`src/rtl/jtcontra_snd_pkg.sv`:
```
// ----------------------------------------------------------------------------
// jtcontra_snd_pkg
// Shared constants for the Contra sound output conditioning stage:
//   - unity gain code and maximum volume of the power-up/mute ramp
//   - 16-bit saturation limits
//   - indices into the valid shift register, one per pipeline stage
// ----------------------------------------------------------------------------
package jtcontra_snd_pkg;

    localparam logic [7:0]         GAIN_UNITY = 8'h10;   // 4.4 format, 1.0
    localparam logic [8:0]         VOL_MAX    = 9'd256;  // full volume
    localparam logic signed [15:0] SAT_MAX    = 16'sh7FFF;
    localparam logic signed [15:0] SAT_MIN    = 16'sh8000;

    // Valid-pipe bit set once the corresponding stage has registered a sample
    localparam int ST_MUL = 0;  // gain product and volume latched
    localparam int ST_SAT = 1;  // scaled and saturated sample
    localparam int ST_LPF = 2;  // low-pass (or bypass) output
    localparam int ST_OUT = 3;  // final volume-scaled sample

endpackage

```
`src/rtl/jtcontra_snd_lpf1.sv`:
```
// ----------------------------------------------------------------------------
// jtcontra_snd_lpf1
// Single-pole low-pass y += (x - y) >>> LPF_SH. When bypassed, y simply
// follows the input so that re-enabling the filter starts from the current
// signal level instead of a stale state.
// Ports:
//   clk, rst  clock, asynchronous active-high reset
//   en        input sample valid this cycle
//   lpf_en    1: filter, 0: pass x straight through
//   x         signed 16-bit input
//   y         signed 16-bit filter state, also the stage output
// ----------------------------------------------------------------------------
module jtcontra_snd_lpf1 #(
    parameter int LPF_SH = 2
) (
    input  logic               clk,
    input  logic               rst,
    input  logic               en,
    input  logic               lpf_en,
    input  logic signed [15:0] x,
    output logic signed [15:0] y
);

    logic signed [15:0] y_q, y_d;
    logic signed [16:0] diff;
    logic signed [16:0] step;

    always_comb begin
        // NOTE: every always_comb output gets a default first, so no path can infer a latch.
        y_d  = y_q;
        diff = {x[15], x} - {y_q[15], y_q};
        step = diff >>> LPF_SH;
        if (en) begin
            // The sum always lies between y and x, so 16 bits cannot overflow
            y_d = lpf_en ? 16'({y_q[15], y_q} + step) : x;
        end
    end

    // NOTE: state registers use non-blocking assignments so every flop samples pre-edge values.
    always_ff @(posedge clk or posedge rst) begin
        if (rst) y_q <= '0;
        else     y_q <= y_d;
    end

    assign y = y_q;

endmodule

```
`src/rtl/jtcontra_snd_out.sv`:
```
// ----------------------------------------------------------------------------
// jtcontra_snd_out
// Output conditioning for the FM/PSG mixer: 4.4 gain with saturation,
// optional one-pole low-pass, click-free mute/power-up volume ramp, plus
// clip counter and decaying peak meter. Four-stage pipeline, one sample
// accepted per clock, sample_out exactly four clocks after sample.
// Ports:
//   clk, rst    clock, asynchronous active-high reset
//   sample      input strobe; snd_in valid
//   snd_in      signed 16-bit input sample
//   gain        unsigned 4.4 gain, 8'h10 = 1.0
//   lpf_en      low-pass enable
//   mute        ramp volume towards 0 (high) or full (low)
//   clr         synchronous clear of clip_cnt
//   snd_out     signed output sample, held between strobes
//   sample_out  output strobe
//   clip_cnt    saturating count of clipped samples
//   peak        decaying peak magnitude
// ----------------------------------------------------------------------------
module jtcontra_snd_out
    import jtcontra_snd_pkg::*;
#(
    parameter int LPF_SH    = 2,
    parameter int RAMP_STEP = 1,
    parameter int PEAK_SH   = 10
) (
    input  logic               clk,
    input  logic               rst,
    input  logic               sample,
    input  logic signed [15:0] snd_in,
    input  logic        [7:0]  gain,
    input  logic               lpf_en,
    input  logic               mute,
    input  logic               clr,
    output logic signed [15:0] snd_out,
    output logic               sample_out,
    output logic        [7:0]  clip_cnt,
    output logic        [14:0] peak
);

    logic        [3:0]  v_q, v_d;
    logic        [8:0]  vol_q, vol_d;          // running ramp volume
    logic        [8:0]  vol0_q, vol1_q, vol2_q; // volume travelling with the sample
    logic signed [24:0] p_q, p_d;
    logic signed [15:0] s_q, s_d;
    logic        [7:0]  clip_cnt_q, clip_cnt_d;
    logic signed [15:0] snd_out_q, snd_out_d;
    logic        [14:0] peak_q, peak_d;

    logic signed [20:0] s_wide;
    logic               clip;
    logic signed [15:0] lpf_y;
    logic signed [25:0] prod;
    logic        [14:0] mag;

    // S0: gain product and volume ramp step
    always_comb begin
        p_d   = snd_in * $signed({1'b0, gain});
        vol_d = vol_q;
        if (sample) begin
            if (mute) vol_d = (vol_q >= 9'(RAMP_STEP)) ? vol_q - 9'(RAMP_STEP) : '0;
            else      vol_d = (int'(vol_q) + RAMP_STEP >= int'(VOL_MAX)) ? VOL_MAX
                                                                          : vol_q + 9'(RAMP_STEP);
        end
    end

    // S1: drop the 4 fractional gain bits and saturate
    always_comb begin
        s_wide     = 21'(p_q >>> 4);
        clip       = 1'b0;
        s_d        = s_wide[15:0];
        if (s_wide > 21'sd32767) begin
            s_d  = SAT_MAX;
            clip = 1'b1;
        end else if (s_wide < -21'sd32768) begin
            s_d  = SAT_MIN;
            clip = 1'b1;
        end
        clip_cnt_d = clip_cnt_q;
        if (clr)
            clip_cnt_d = '0;
        else if (v_q[ST_MUL] && clip && clip_cnt_q != 8'hFF)
            clip_cnt_d = clip_cnt_q + 8'd1;
    end

    // S2: low-pass / bypass
    jtcontra_snd_lpf1 #(.LPF_SH(LPF_SH)) u_lpf (
        .clk    (clk),
        .rst    (rst),
        .en     (v_q[ST_SAT]),
        .lpf_en (lpf_en),
        .x      (s_q),
        .y      (lpf_y)
    );

    // S3: volume scaling and peak meter on the freshly computed sample
    always_comb begin
        prod      = lpf_y * $signed({1'b0, vol2_q});
        snd_out_d = snd_out_q;
        peak_d    = peak_q;
        mag       = '0;
        if (v_q[ST_LPF]) begin
            // vol <= 256 keeps the scaled result inside 16 bits
            snd_out_d = 16'(prod >>> 8);
            // -32768 has no positive counterpart; clamp its magnitude
            if (snd_out_d == SAT_MIN) mag = 15'h7FFF;
            else                      mag = 15'(snd_out_d[15] ? -snd_out_d : snd_out_d);
            peak_d = (mag > peak_q) ? mag : peak_q - (peak_q >> PEAK_SH);
        end
        v_d = {v_q[2:0], sample};
    end

    // NOTE: every register, including the pipeline data, is reset so a mid-stream reset leaves nothing stale.
    always_ff @(posedge clk or posedge rst) begin
        if (rst) begin
            v_q        <= '0;
            vol_q      <= '0;
            vol0_q     <= '0;
            vol1_q     <= '0;
            vol2_q     <= '0;
            p_q        <= '0;
            s_q        <= '0;
            clip_cnt_q <= '0;
            snd_out_q  <= '0;
            peak_q     <= '0;
        end else begin
            v_q        <= v_d;
            vol_q      <= vol_d;
            vol0_q     <= vol_d;
            vol1_q     <= vol0_q;
            vol2_q     <= vol1_q;
            p_q        <= p_d;
            s_q        <= s_d;
            clip_cnt_q <= clip_cnt_d;
            snd_out_q  <= snd_out_d;
            peak_q     <= peak_d;
        end
    end

    assign snd_out    = snd_out_q;
    assign sample_out = v_q[ST_OUT];
    assign clip_cnt   = clip_cnt_q;
    assign peak       = peak_q;

endmodule

```
`config.mk`:
```
export PLATFORM = sky130hd
export DESIGN_NAME = jtcontra_snd_out
export DESIGN_NICKNAME = d
export VERILOG_FILES = /design/src/rtl/jtcontra_snd_pkg.sv /design/src/rtl/jtcontra_snd_lpf1.sv /design/src/rtl/jtcontra_snd_out.sv
export SDC_FILE = /design/constraint.sdc
export NUM_CORES = 1
export LEC_CHECK = 0
export ABC_AREA = 1
export CAP_MARGIN = 40
export CORE_ASPECT_RATIO = 0.75
export CORE_UTILIZATION = 60
export CTS_BUF_LIST = sky130_fd_sc_hd__clkbuf_8
export CTS_CLUSTER_SIZE = 30
export DETAILED_ROUTE_END_ITERATION = 6
export PLACE_DENSITY = 0.79
export SLEW_MARGIN = 15
export SYNTH_ARGS = -nofsm -noshare
export SYNTH_HDL_FRONTEND = slang
export SYNTH_SLANG_ARGS = --single-unit
export TNS_END_PERCENT = 30
```
`constraint.sdc`:
```
create_clock -name clk -period 19.3 [get_ports clk]
set_input_delay 2.895 -clock clk [delete_from_list [all_inputs] [get_ports clk]]
set_output_delay 2.895 -clock clk [all_outputs]
set_load 0.02 [all_outputs]
```
==> results of run 1 <==
==> worst max-delay path: cells and delay by family, from the launching register on <==
kind,cells,cell delay (ps)
flip-flops,1,600
adder cells (fa/ha/maj),7,3420
buffers and inverters,7,1180
AO/OA/AOI/OAI,2,930
AND/OR/NAND/NOR,15,2190
==> through the flow <==
stage | area [sq um] | std cells | util | setup WS [ps]
CTS | 18780 | 2729 | 0.6633 | 11050
finish | 18780 | 2729 | 0.6633 | 10910
global placement | 18280 | 2693 | 0.6457 | 10770
detailed placement | 18350 | 2697 | 0.6480 | 11100
floorplan | 17460 | 2323 | - | 12030
global route | 18780 | 2729 | 0.6633 | 10320
==> state kept, by name, indices dropped and copies added (netlist names) <==
signal	flops
p_q	21
vol2_q	9
clip_cnt	8
v_q	4
snd_out	16
vol1_q	9
u_lpf.y	16
s_q	16
vol0_q	9
peak	15
==> worst max-delay path by stage <==
stage               end  depth (start not counted)  slack [ps]       from
2_1_floorplan   peak[7]                         39       12030  vol2_q[3]
3_3_place_gp   peak[10]                         31       10770  vol2_q[1]
3_5_place_dp    peak[3]                         35       11100  vol2_q[1]
4_1_cts         peak[3]                         35       11050  vol2_q[1]
5_1_grt        peak[10]                         32       10320  vol2_q[1]
6_report        peak[9]                         31       10910  vol2_q[1]
==> cell families (layout without fill, tap and decap cells) <==
group,Yosys count,count (layout),share of synthesized area
AOI/OAI and AO/OA,246,246,0.07840
xor gates and xnor gates,71,71,0.03647
adders and majority gates,370,370,0.3589
and+or+nand+nor,843,843,0.2032
buffers and inverters,670,691,0.1468
DFF,123,123,0.1763
==> cell usage in the layout (no fill, tap or decap), types with 5 or more instances in the layout <==
master / synthesis / final
a21oi_1: 92 / 92
a31oi_1: 11 / 11
clkbuf_8: 0 / 17
clkdlybuf4s50_1: 0 / 69
dfrtp_1: 123 / 123
fa_1: 218 / 218
ha_1: 152 / 152
inv_1: 572 / 573
inv_2: 9 / 9
nand2_1: 587 / 587
nand2_2: 21 / 21
nand3_1: 77 / 77
nand3_2: 6 / 6
nand3b_1: 5 / 5
nand4_1: 28 / 28
nor2_1: 83 / 83
nor2_2: 7 / 7
nor3_1: 11 / 11
o211ai_1: 12 / 12
o21ai_0: 90 / 90
o21ai_1: 6 / 6
o22ai_1: 8 / 8
or2_2: 5 / 5
xnor2_1: 27 / 27
xor2_1: 42 / 42
==> layer usage <==
metal,share of wire,up-vias
li1,-,6971
met1,0.47,6976
met2,0.43,567
met3,0.088,28
met4,0.0085,0
met5,0,-
==> cell type report <==
class,instances,area share
clock inverter,15,0.01059
tap,385,0.02565
multi-input combinational,1530,0.6293
sequential,123,0.1639
clock buffer,17,0.01246
timing repair buffer,76,0.04144
inverter,583,0.1166
==> results_dict.tcl, run 1 <==
set metrics [dict create \
    synth_commonest_cells "587 x nand2_1, 572 x inv_1, 218 x fa_1, 152 x ha_1, 123 x dfrtp_1" \
    hp-class "reg -> reg" \
    cts_made_buffers 17 \
    rr_startpoint "vol2_q[1]" \
    fillers 2382 \
    drc 0 \
    diodes 0 \
    start_util 0.6166 \
    cts_hold_buffers 0 \
    yosysTopAreaCell "fa_1" \
    grt.busiest_layer "met1" \
    gp_congestion 0.9388 \
    slowest_stage "fa_1" \
    wl_per_cell_microns 15.55 \
    endpoint_kind "register" \
    met1_usage 0.4686 \
    synth_edf_count 0 \
    drv_cap 0 \
    relSlewSlack 0.5247 \
    ys_top_cells_by_area "fa_1 25%, dfrtp_1 18%, nand2_1 13%" \
    multi_input_area_sq_mm 0.01182 \
    hold_depth 0 \
    async_flop_share 1.000 \
    drtAntennaViolNets 0 \
    dp_hpwl_microns 34670 \
    cts_sinks 123 \
    ff_latch_area_sq_mm 0.003078 \
    cts_tree "built" \
    synth.net_count 2723 \
    fin_crit_sh 0.4348 \
    holdPathEnd "vol2_q[8]" \
    finalMaxSlewViolations 0 \
    port_buffers 69 \
    status "finished clean" \
    coreArea_sq_mm 0.02832 \
    hold_viol 0 \
    critical_path_class "reg -> reg" \
    grt_max_degree 64 \
    tns_ps 0 \
    cts_root_buffer "clkbuf_8" \
    h-tree-depth 4 \
    viasPerCell 5.329 \
    post_cts_resized 0 \
    syn_area_sq_mm 0.01746 \
    synth_most_common_cell "nand2_1" \
    ios 70 \
    row_count 53 \
    dieArea_sq_mm 0.02979 \
    clk_latency_ps 470 \
    grt_setup_unrepaired "no" \
    tightest_slew_ps 712.9 \
    grt_pass1_wl_microns 71770 \
    antenna_found_initial 0 \
    die_h_microns 149.7 \
    r2r_setup_slack_ps 10910 \
    hold_start "vol1_q[8]" \
    crit_path_start_kind "register" \
    ys_warn_count 0 \
    drtIter0Drc 1317 \
    seq_area_frac_synth 0.1763 \
    yosys_most_used_dff "dfrtp_1" \
    met3_usage 0.05702 \
    worst-r2r-cell-count 31 \
    worstPathArrival_ps 8790 \
    required_ps 19700 \
    ctsLongestPathBuffers 2 \
    syn-instance-count 2323 \
    drive_gt1_frac 0.04266 \
    fmax_ghz 0.1192 \
    ys_ff_latch 123 \
    synth_cell_type_count 50 \
    grt_pass1_vias 14540 \
    critical-path-max-stage-delay_ps 660 \
    final_nets 2731 \
    grt_use_total 0.3082 \
    min_period_ps 8392 \
    whs_ps 343.0 \
    yosys.area.top_type_share 0.2499 \
    synthToLayoutAreaGrowth_pct 7.567 \
    drt-total-wl_microns 42420 \
    post_cts_buffers 0 \
    die_w_microns 199.0 \
    path_clk_slew_ps 90 \
    grt_use_met2 0.4614 \
    timing.rr.end "peak[9]" \
    critical_path_peak_fanout 20 \
    syn_area_per_cell_sq_um 7.516 \
    finalClockSkew_ps 13.11 \
    firstDrtPassIters 6 \
    grt_overflow 0 \
    num_vias 14540 \
    setup_viol 0 \
]
Power of run 1 is left out: the tool's default activity adds up to more than one toggle a clock period on the data nets, which glitch-free logic cannot reach.
==> run 2, diff against run 1 <==
Settings changed: CORE_UTILIZATION 60 to 59, PLACE_DENSITY 0.79 to 0.81.
Clock period 19.3 ns to 7.6 ns, I/O delays scaled along.
==> run 2 against run 1 <==
Net effect: the run now ends with design-rule violations left; clock-buffer cell count grew 3; routed wire length grew 1.4%; first-iteration DRC count grew 0.30%; cell count grew 1.4%; clock skew grew 4.9 ps; maximum frequency grew 16%; flip-flop and latch count is the same; sequential share of layout area shrank 0.18 points.
==> results_dict.tcl, run 2 (same netlist as run 1, synthesis figures left out) <==
set metrics [dict create \
    grt_pass1_vias 14160 \
    grt_max_degree 64 \
    largest_reg_flops 21 \
    tightest_slew_ps 771.8 \
    h-tree-depth 4 \
    slowest_stage "fa_1" \
    failed_checks "design-rule violations" \
    required_ps 7980 \
    cts_tree "built" \
    diodes 0 \
    finalClockSkew_ps 18.03 \
    cts_root_buffer "clkbuf_8" \
    port_buffers 69 \
    path_clk_slew_ps 90 \
    grt_setup_unrepaired "yes" \
    r2r_setup_slack_ps 360 \
    hp-class "reg -> reg" \
    drv_cap 0 \
    finalMaxSlewViolations 0 \
    coreArea_sq_mm 0.02912 \
    grt_overflow 0 \
    min_period_ps 7237 \
    final_common_cell "nand2_1" \
    firstDrtPassIters 7 \
    final_nets 2763 \
    grt_use_total 0.2906 \
    hold_start "vol1_q[1]" \
    critical_path_class "reg -> reg" \
    ios 70 \
    drt-total-wl_microns 43000 \
    rr_startpoint "u_lpf.y[15]" \
    critPathBufInv 10 \
    startpoint "u_lpf.y[15]" \
    die_h_microns 151.0 \
    dieArea_sq_mm 0.03029 \
    endpoint_kind "register" \
    setup_viol 0 \
    regMostFlops "p_q" \
    antenna_found_initial 0 \
    cts_sinks 123 \
    gp_congestion 0.9841 \
    grt_pass1_wl_microns 69800 \
    layout_common_cells "586 x nand2_1, 570 x inv_1, 217 x fa_1" \
    dp_cells 2717 \
    worstPathArrival_ps 7610 \
    fin_crit_sh 0.9522 \
    critical-path-max-stage-delay_ps 560 \
    start_util 0.5996 \
    drtIter0Drc 1321 \
    ctsLongestPathBuffers 2 \
    fin_cells 2768 \
    critical_path_peak_fanout 17 \
    drtAntennaViolNets 0 \
    status "finished with violations" \
    path_common_cell "nand2_1" \
    drc 2 \
    clk_latency_ps 480 \
    dp_hpwl_microns 34480 \
    synthToLayoutAreaGrowth_pct 9.674 \
    row_count 54 \
    viasPerCell 5.340 \
    wl_per_cell_microns 15.53 \
    critical-path-top-delay-family "adder cells" \
    final_area_sq_mm 0.01915 \
    fillers 2393 \
    cts_made_buffers 17 \
    num_vias 14780 \
    placed_area_sq_mm 0.01844 \
    relSlewSlack 0.4855 \
    crit_path_start_kind "register" \
    cts_hold_buffers 0 \
    fmax_ghz 0.1382 \
    drive_gt1_frac 0.07197 \
    die_w_microns 200.6 \
    hold_viol 0 \
]
-- run 2: path summary, 6_finish.rpt --
kind / to / cells after the start
worst max-delay path: peak[7] / 37
worst min-delay path: vol2_q[1] / 0
max in group asynchronous: u_lpf.y[12] / 4
min in group asynchronous: vol1_q[5] / 2
worst min register to register: vol2_q[1] / 0
worst max register to register: peak[7] / 37
-- run 2: metal layers --
metal  global-route usage  vias up  routed length, microns
met5                    0        -                       0
met4              0.06221        0                     500
met3              0.05701       42                    4210
met2               0.4356      652                   18270
met1               0.4357     7044                   20010
li1                     -     7043                       -
-- run 2: stage by stage --
step	TNS (ps)	hold WS (ps)	utilization	setup WS [ps]
CTS	0	339.8	0.6472	40.13
floorplan	0	331.2	-	332.4
global route	-167.7	353.0	0.6576	-54.78
finish	0	336.5	0.6576	363.3
detailed placement	0	337.1	0.6331	62.09
global placement	0	332.1	0.6320	244.1
-- run 2: area by class of cell --
class / count / area (sq um) / area share
clock buffers: 20 / 275.3 / 0.01437
flip-flops and latches: 123 / 3104 / 0.1621
clock inverters: 12 / 137.6 / 0.007187
inverters: 583 / 2195 / 0.1146
repair buffers: 107 / 1041 / 0.05436
multi-input cells: 1530 / 11900 / 0.6215
well taps: 392 / 490.5 / 0.02561
repair inverters: 1 / 5.005 / 0.0002614
-- run 2: worst register-to-register path: cells and delay by family (launching register included) --
kind,cells,cell delay [ps]
flip-flops,1,410
AND/OR/NAND/NOR,15,1480
adder cells (fa/ha/maj),7,3260
buffers and inverters,10,1170
AO/OA/AOI/OAI,5,810
-- run 2: what timing repair did --
item                       4_1_cts  5_1_grt
resized for setup                0       50
buffers inserted                 0       16
hold endpoints to repair         0        0
setup endpoints to repair        0       15
Power of run 2 is left out for the same reason.
